<file path="src/rtl/rst_seq_pkg.sv">
// Shared types and constants for the reset-domain sequencer.
package rst_seq_pkg;

    typedef enum logic [2:0] {
        ST_WAIT_LOCK   = 3'd0,
        ST_LOCK_SETTLE = 3'd1,
        ST_RELEASE     = 3'd2,
        ST_RUN         = 3'd3,
        ST_SOFT_ASSERT = 3'd4,
        ST_SOFT_DONE   = 3'd5
    } rst_seq_state_e;

    localparam logic [7:0] LOCK_LOST_MAX = 8'd255;

    function automatic int max3(input int a, input int b, input int c);
        int m;
        m = (a > b) ? a : b;
        return (m > c) ? m : c;
    endfunction

endpackage

</file>
<file path="src/rtl/sync_2ff.sv">
// Two-flop synchronizer for a single asynchronous level, cleared by an async active-high reset.
module sync_2ff (
    input  logic clk,
    input  logic clr,
    input  logic d,
    output logic q
);

    logic meta;

    always_ff @(posedge clk or posedge clr) begin
        if (clr) begin
            meta <= 1'b0;
            q    <= 1'b0;
        end else begin
            meta <= d;
            q    <= meta;
        end
    end

endmodule

</file>
<file path="src/rtl/rst_domain_sequencer.sv">
// Sequences per-domain resets after PLL lock, with soft-reset handshake and lock-loss recovery.
//
// state          | meaning
// WAIT_LOCK      | all domains in reset, waiting for synchronized lock
// LOCK_SETTLE    | lock seen, letting it settle for LOCK_DELAY cycles
// RELEASE        | releasing domains one per STAGE_DELAY cycles, index 0 first
// RUN            | all domains out of reset, all_ready high
// SOFT_ASSERT    | soft reset: all domains held for SOFT_HOLD cycles
// SOFT_DONE      | ack high, waiting for the requester to drop its request
module rst_domain_sequencer
    import rst_seq_pkg::*;
#(
    parameter int NUM_DOMAINS = 3,
    parameter int LOCK_DELAY  = 100,
    parameter int STAGE_DELAY = 16,
    parameter int SOFT_HOLD   = 8
) (
    input  logic                   clk,
    input  logic                   reset,
    input  logic                   pll_locked,
    input  logic                   soft_rst_req,
    output logic                   soft_rst_ack,
    output logic [NUM_DOMAINS-1:0] domain_rst_n,
    output logic                   all_ready,
    output logic [2:0]             state_dbg,
    output logic [7:0]             lock_lost_cnt
);

    localparam int MAX_DELAY = max3(LOCK_DELAY, STAGE_DELAY, SOFT_HOLD);
    localparam int CNT_W     = $clog2(MAX_DELAY + 1);
    localparam int IDX_W     = $clog2(NUM_DOMAINS + 1);

    rst_seq_state_e         state, state_nxt;
    logic [CNT_W-1:0]       cnt, cnt_nxt;
    logic [IDX_W-1:0]       idx, idx_nxt;
    logic [NUM_DOMAINS-1:0] dom_nxt;
    logic                   ready_nxt, ack_nxt;
    logic [7:0]             lost_nxt;
    logic                   lock_s;

    sync_2ff u_lock_sync (
        .clk (clk),
        .clr (reset),
        .d   (pll_locked),
        .q   (lock_s)
    );

    always_comb begin
        state_nxt = state;
        cnt_nxt   = cnt;
        idx_nxt   = idx;
        dom_nxt   = domain_rst_n;
        ready_nxt = all_ready;
        ack_nxt   = soft_rst_ack;
        lost_nxt  = lock_lost_cnt;

        // Lock loss outranks every other event in every active state.
        if (state != ST_WAIT_LOCK && !lock_s) begin
            state_nxt = ST_WAIT_LOCK;
            cnt_nxt   = '0;
            idx_nxt   = '0;
            dom_nxt   = '0;
            ready_nxt = 1'b0;
            ack_nxt   = 1'b0;
            if (lock_lost_cnt != LOCK_LOST_MAX)
                lost_nxt = lock_lost_cnt + 8'd1;
        end else begin
            unique case (state)
                ST_WAIT_LOCK: begin
                    dom_nxt   = '0;
                    ready_nxt = 1'b0;
                    ack_nxt   = 1'b0;
                    if (lock_s) begin
                        state_nxt = ST_LOCK_SETTLE;
                        cnt_nxt   = '0;
                    end
                end
                ST_LOCK_SETTLE: begin
                    if (cnt == CNT_W'(LOCK_DELAY - 1)) begin
                        state_nxt = ST_RELEASE;
                        cnt_nxt   = '0;
                        idx_nxt   = '0;
                    end else begin
                        cnt_nxt = cnt + 1'b1;
                    end
                end
                ST_RELEASE: begin
                    if (cnt == CNT_W'(STAGE_DELAY - 1)) begin
                        for (int i = 0; i < NUM_DOMAINS; i++)
                            if (idx == IDX_W'(i)) dom_nxt[i] = 1'b1;
                        idx_nxt = idx + 1'b1;
                        cnt_nxt = '0;
                        if (idx == IDX_W'(NUM_DOMAINS - 1)) begin
                            state_nxt = ST_RUN;
                            ready_nxt = 1'b1;
                        end
                    end else begin
                        cnt_nxt = cnt + 1'b1;
                    end
                end
                ST_RUN: begin
                    if (soft_rst_req) begin
                        state_nxt = ST_SOFT_ASSERT;
                        dom_nxt   = '0;
                        ready_nxt = 1'b0;
                        cnt_nxt   = '0;
                    end
                end
                ST_SOFT_ASSERT: begin
                    if (cnt == CNT_W'(SOFT_HOLD - 1)) begin
                        state_nxt = ST_SOFT_DONE;
                        ack_nxt   = 1'b1;
                    end else begin
                        cnt_nxt = cnt + 1'b1;
                    end
                end
                ST_SOFT_DONE: begin
                    if (!soft_rst_req) begin
                        state_nxt = ST_RELEASE;
                        ack_nxt   = 1'b0;
                        idx_nxt   = '0;
                        cnt_nxt   = '0;
                    end
                end
                default: state_nxt = ST_WAIT_LOCK;
            endcase
        end
    end

    always_ff @(posedge clk or posedge reset) begin
        if (reset) begin
            state         <= ST_WAIT_LOCK;
            cnt           <= '0;
            idx           <= '0;
            domain_rst_n  <= '0;
            all_ready     <= 1'b0;
            soft_rst_ack  <= 1'b0;
            lock_lost_cnt <= '0;
        end else begin
            state         <= state_nxt;
            cnt           <= cnt_nxt;
            idx           <= idx_nxt;
            domain_rst_n  <= dom_nxt;
            all_ready     <= ready_nxt;
            soft_rst_ack  <= ack_nxt;
            lock_lost_cnt <= lost_nxt;
        end
    end

    assign state_dbg = state;

endmodule
</file>
<file path="config.mk">
export PLATFORM = sky130hd
export DESIGN_NAME = rst_domain_sequencer
export DESIGN_NICKNAME = d
export VERILOG_FILES = /design/src/rtl/rst_seq_pkg.sv /design/src/rtl/sync_2ff.sv /design/src/rtl/rst_domain_sequencer.sv
export SDC_FILE = /design/constraint.sdc
export NUM_CORES = 1
export LEC_CHECK = 0
export ABC_CLOCK_PERIOD_IN_PS = 2900
export CORE_UTILIZATION = 28
export DETAILED_ROUTE_END_ITERATION = 12
export PLACE_DENSITY = 0.51
export SLEW_MARGIN = 20
export SYNTH_ARGS = -nofsm -noshare
export SYNTH_HDL_FRONTEND = slang
export SYNTH_HIERARCHICAL = 1
export SYNTH_SLANG_ARGS = --single-unit
</file>
<file path="constraint.sdc">
create_clock -name clk -period 2.9 [get_ports clk]
set_input_delay 0.58 -clock clk [delete_from_list [all_inputs] [get_ports clk]]
set_output_delay 0.58 -clock clk [all_outputs]
set_load 0.05 [all_outputs]
</file>
==> metrics.txt <==
result of the run complete, no violations; clock transition at the register clock pins on the worst setup and hold paths after CTS 0.09 ns; Placeable Area 0.005172 sq mm; post-CTS resize count 0; period utilisation layout 0.8579; category of the most critical setup path flip-flop to output pin; DR WL/cell 13.76 microns; multi-input gate area in the final layout 808.3 sq um; slowest stage cell, crit path clkdlybuf4s50_1; total clock sinks 26; Slew Viols, Final 0; final hold violations 0; initial standard-cell utilization of the core 0.2949; Cell Count Post-Placement 240; maximum achievable frequency 0.4019 GHz; Syn Inst Count about 160; grt total ovfl 0; wire length of the first global-routing pass 5.602 mm; Max H-tree Level 1; startpoint type of the worst setup path flip-flop; time the worst path needs with I/O delays and setup 2.488 ns; synthesized net count 167; Avg Cell Area, Syn 9.653 sq um; leakage power of the design 0.7653 nW; Post-CTS Setup Bufs 0; max-capacitance violation count 0; cell family contributing the most delay on the critical path buffers and inverters; Die Ht about 76 microns; Rows 26; number of distinct library cells after synthesis 49; Final Skew ~0.0042 ns; worst min-delay path class flip-flop to flip-flop; pin count of the biggest net entering global routing 21; number of filler cells placed in the layout 529; fraction of the yosys area taken by sequential cells 0.4266; highest fanout seen on the critical path 20; Post-layout nets 184; endpoint class of the critical path output pin; worst-margin pin slew approximately 0.6 ns; share of synthesized flip-flops with an asynchronous set or reset 1.000; Worst path max stage delay 0.94 ns; total of warnings raised by yosys 6; non-filler cells in the finished layout around 240; I/O pin count 20; Remaining DRCs 0; hold-fix buffer count after cts 0; Finish-stage setup viols 0; setup TNS after final layout 0 ns; half-perimeter wire length of the detailed placement result between 2 and 3 mm; Via density 5.061; Post-synth EDFFs 0; Die Outline Area 0.005746 sq mm; clock buffer depth 2; DRC violation total after the first TritonRoute iteration 75; summed instance area of the synthesized netlist 0.001525 sq mm; antenna violations before repair 0; CP required about 2.3 ns; Critical Path AT 1.91 ns; share of layout cells above drive strength 1 0.1207; die span in x 75.81 microns; critical path, cell by cell clkdlybuf4s50_1; Detail Route Antenna Nets 0; via count of the first global-routing pass 1143; Port Buf Inserts 19; Most used DFF post-synth dfrtp_1; final WL 3.357 mm; PD cells 733.6 mW/mm^2; overall via count from detail_route between 1000 and 1500; First-pass DRT Iterations 4; Inserted Clock Buffers 3; largest voltage drop on the vdd net 0.3849 mV; RSZ-0062 raised after global routing no; Synth-to-Final Area Change 19.69%; TritonCTS clock tree built; Buf/Inv on CP 1; CTS root buffer clkbuf_8; flops & latches, synth 26; aggregate global-route resource usage 0.1314; tightest slew margin relative to the limit 0.5952; later-pin clock latency in the skew report 0.28 ns; Storage cell area 650.6 sq um; overall power after layout between 1 and 1.5 mW; weighted congestion at the end of routability-driven global placement 0.7984; antenna cell count 0
==> per-layer routing <==
metal / part of all wire / GRT usage
met1: 0.44 / 0.1634
met2: 0.51 / 0.2262
met3: 0.033 / 0.01984
met4: 0.017 / 0.05556
met5: 0 / 0
==> through the flow <==
step                  util  area, sq um  hold WS (ns)  setup slack (ns)
floorplan                -         1525        0.3212            0.7755
global route        0.3529         1826        0.3807            0.3285
detailed placement  0.3423         1770        0.3465            0.4780
CTS                 0.3529         1826        0.3681            0.4073
global placement    0.3423         1770        0.3412            0.5044
finish              0.3529         1826        0.3653            0.4121
==> registers in the layout (all words and copies together) (netlist names) <==
name              flops
lock_lost_cnt         8
domain_rst_n          3
state_dbg             3
u_lock_sync/q         1
u_lock_sync/meta      1
soft_rst_ack          1
cnt                   7
idx                   2
==> Yosys cell counts (3+ instances only) <==
cell	instances	area, sq um
xnor2_1	5	43.79
nor2_1	19	71.32
nand4_1	3	18.77
nand3_1	6	30.03
o21ai_0	7	35.03
a21oi_1	5	25.02
and3_1	3	18.77
buf_2	5	25.02
ha_1	5	62.56
a21o_2	3	26.28
o21a_1	3	22.52
inv_1	7	26.28
nor3_1	3	15.01
dfrtp_1	26	650.6
nand2_1	12	45.04
==> final cells by class <==
cell class | count | area share
multi-input combinational | 117 | 0.4428
sequential | 26 | 0.3564
timing repair buffer | 20 | 0.1083
tap | 70 | 0.04798
clock buffer | 4 | 0.03016
inverter | 7 | 0.01439
==> power breakdown <==
| group | leakage, nW | total, mW | switching [mW] | internal [mW] |
|---|---|---|---|---|
| Clock | 0.0288 | 0.240 | 0.118 | 0.122 |
| Sequential | 0.345 | 0.528 | 0.103 | 0.425 |
| Combinational | 0.392 | 0.571 | 0.347 | 0.225 |
==> layout by cell type (no fill, tap or decap), types with 4 or more instances in the layout <==
master	instances
dfrtp_1	26
nand2_1	12
nor2_1	19
o21ai_0	7
a21oi_1	5
xnor2_1	5
ha_1	5
clkdlybuf4s50_1	19
inv_1	7
clkbuf_8	4
nand3_1	6
==> worst paths after layout <==
kind                                         end  cells past startpoint  slack (ns)        startpoint
worst max register to register            cnt[3]                      6        0.69            cnt[1]
worst max-delay path                state_dbg[0]                      1        0.41      state_dbg[0]
worst min-delay path               u_lock_sync/q                      0        0.37  u_lock_sync/meta
min in group asynchronous       u_lock_sync/meta                      2        0.47             reset
worst min register to register     u_lock_sync/q                      0        0.37  u_lock_sync/meta
max in group asynchronous                 cnt[2]                      3        1.74             reset
==> worst register-to-register path, cell delays in order (launching register included) <==
cell and delay [ns]:
dfrtp_1 0.40, ha_1 0.30, nor4b_4 0.35, nand3_1 0.17, a221o_1 0.37, nor3b_2 0.21
a221o_1 0.30
==> cell families (layout without fill, tap and decap cells) <==
kind of cell	Yosys count	count (layout)	share of synthesized area
flops	26	26	0.4266
mux	5	5	0.03527
simple gates	63	63	0.2313
fa+ha+maj	5	5	0.04102
buf+inv	15	31	0.04348
xor+xnor	7	7	0.04020
compound gates	37	37	0.1821
No activity file was read; power rests on OpenSTA's default activity.
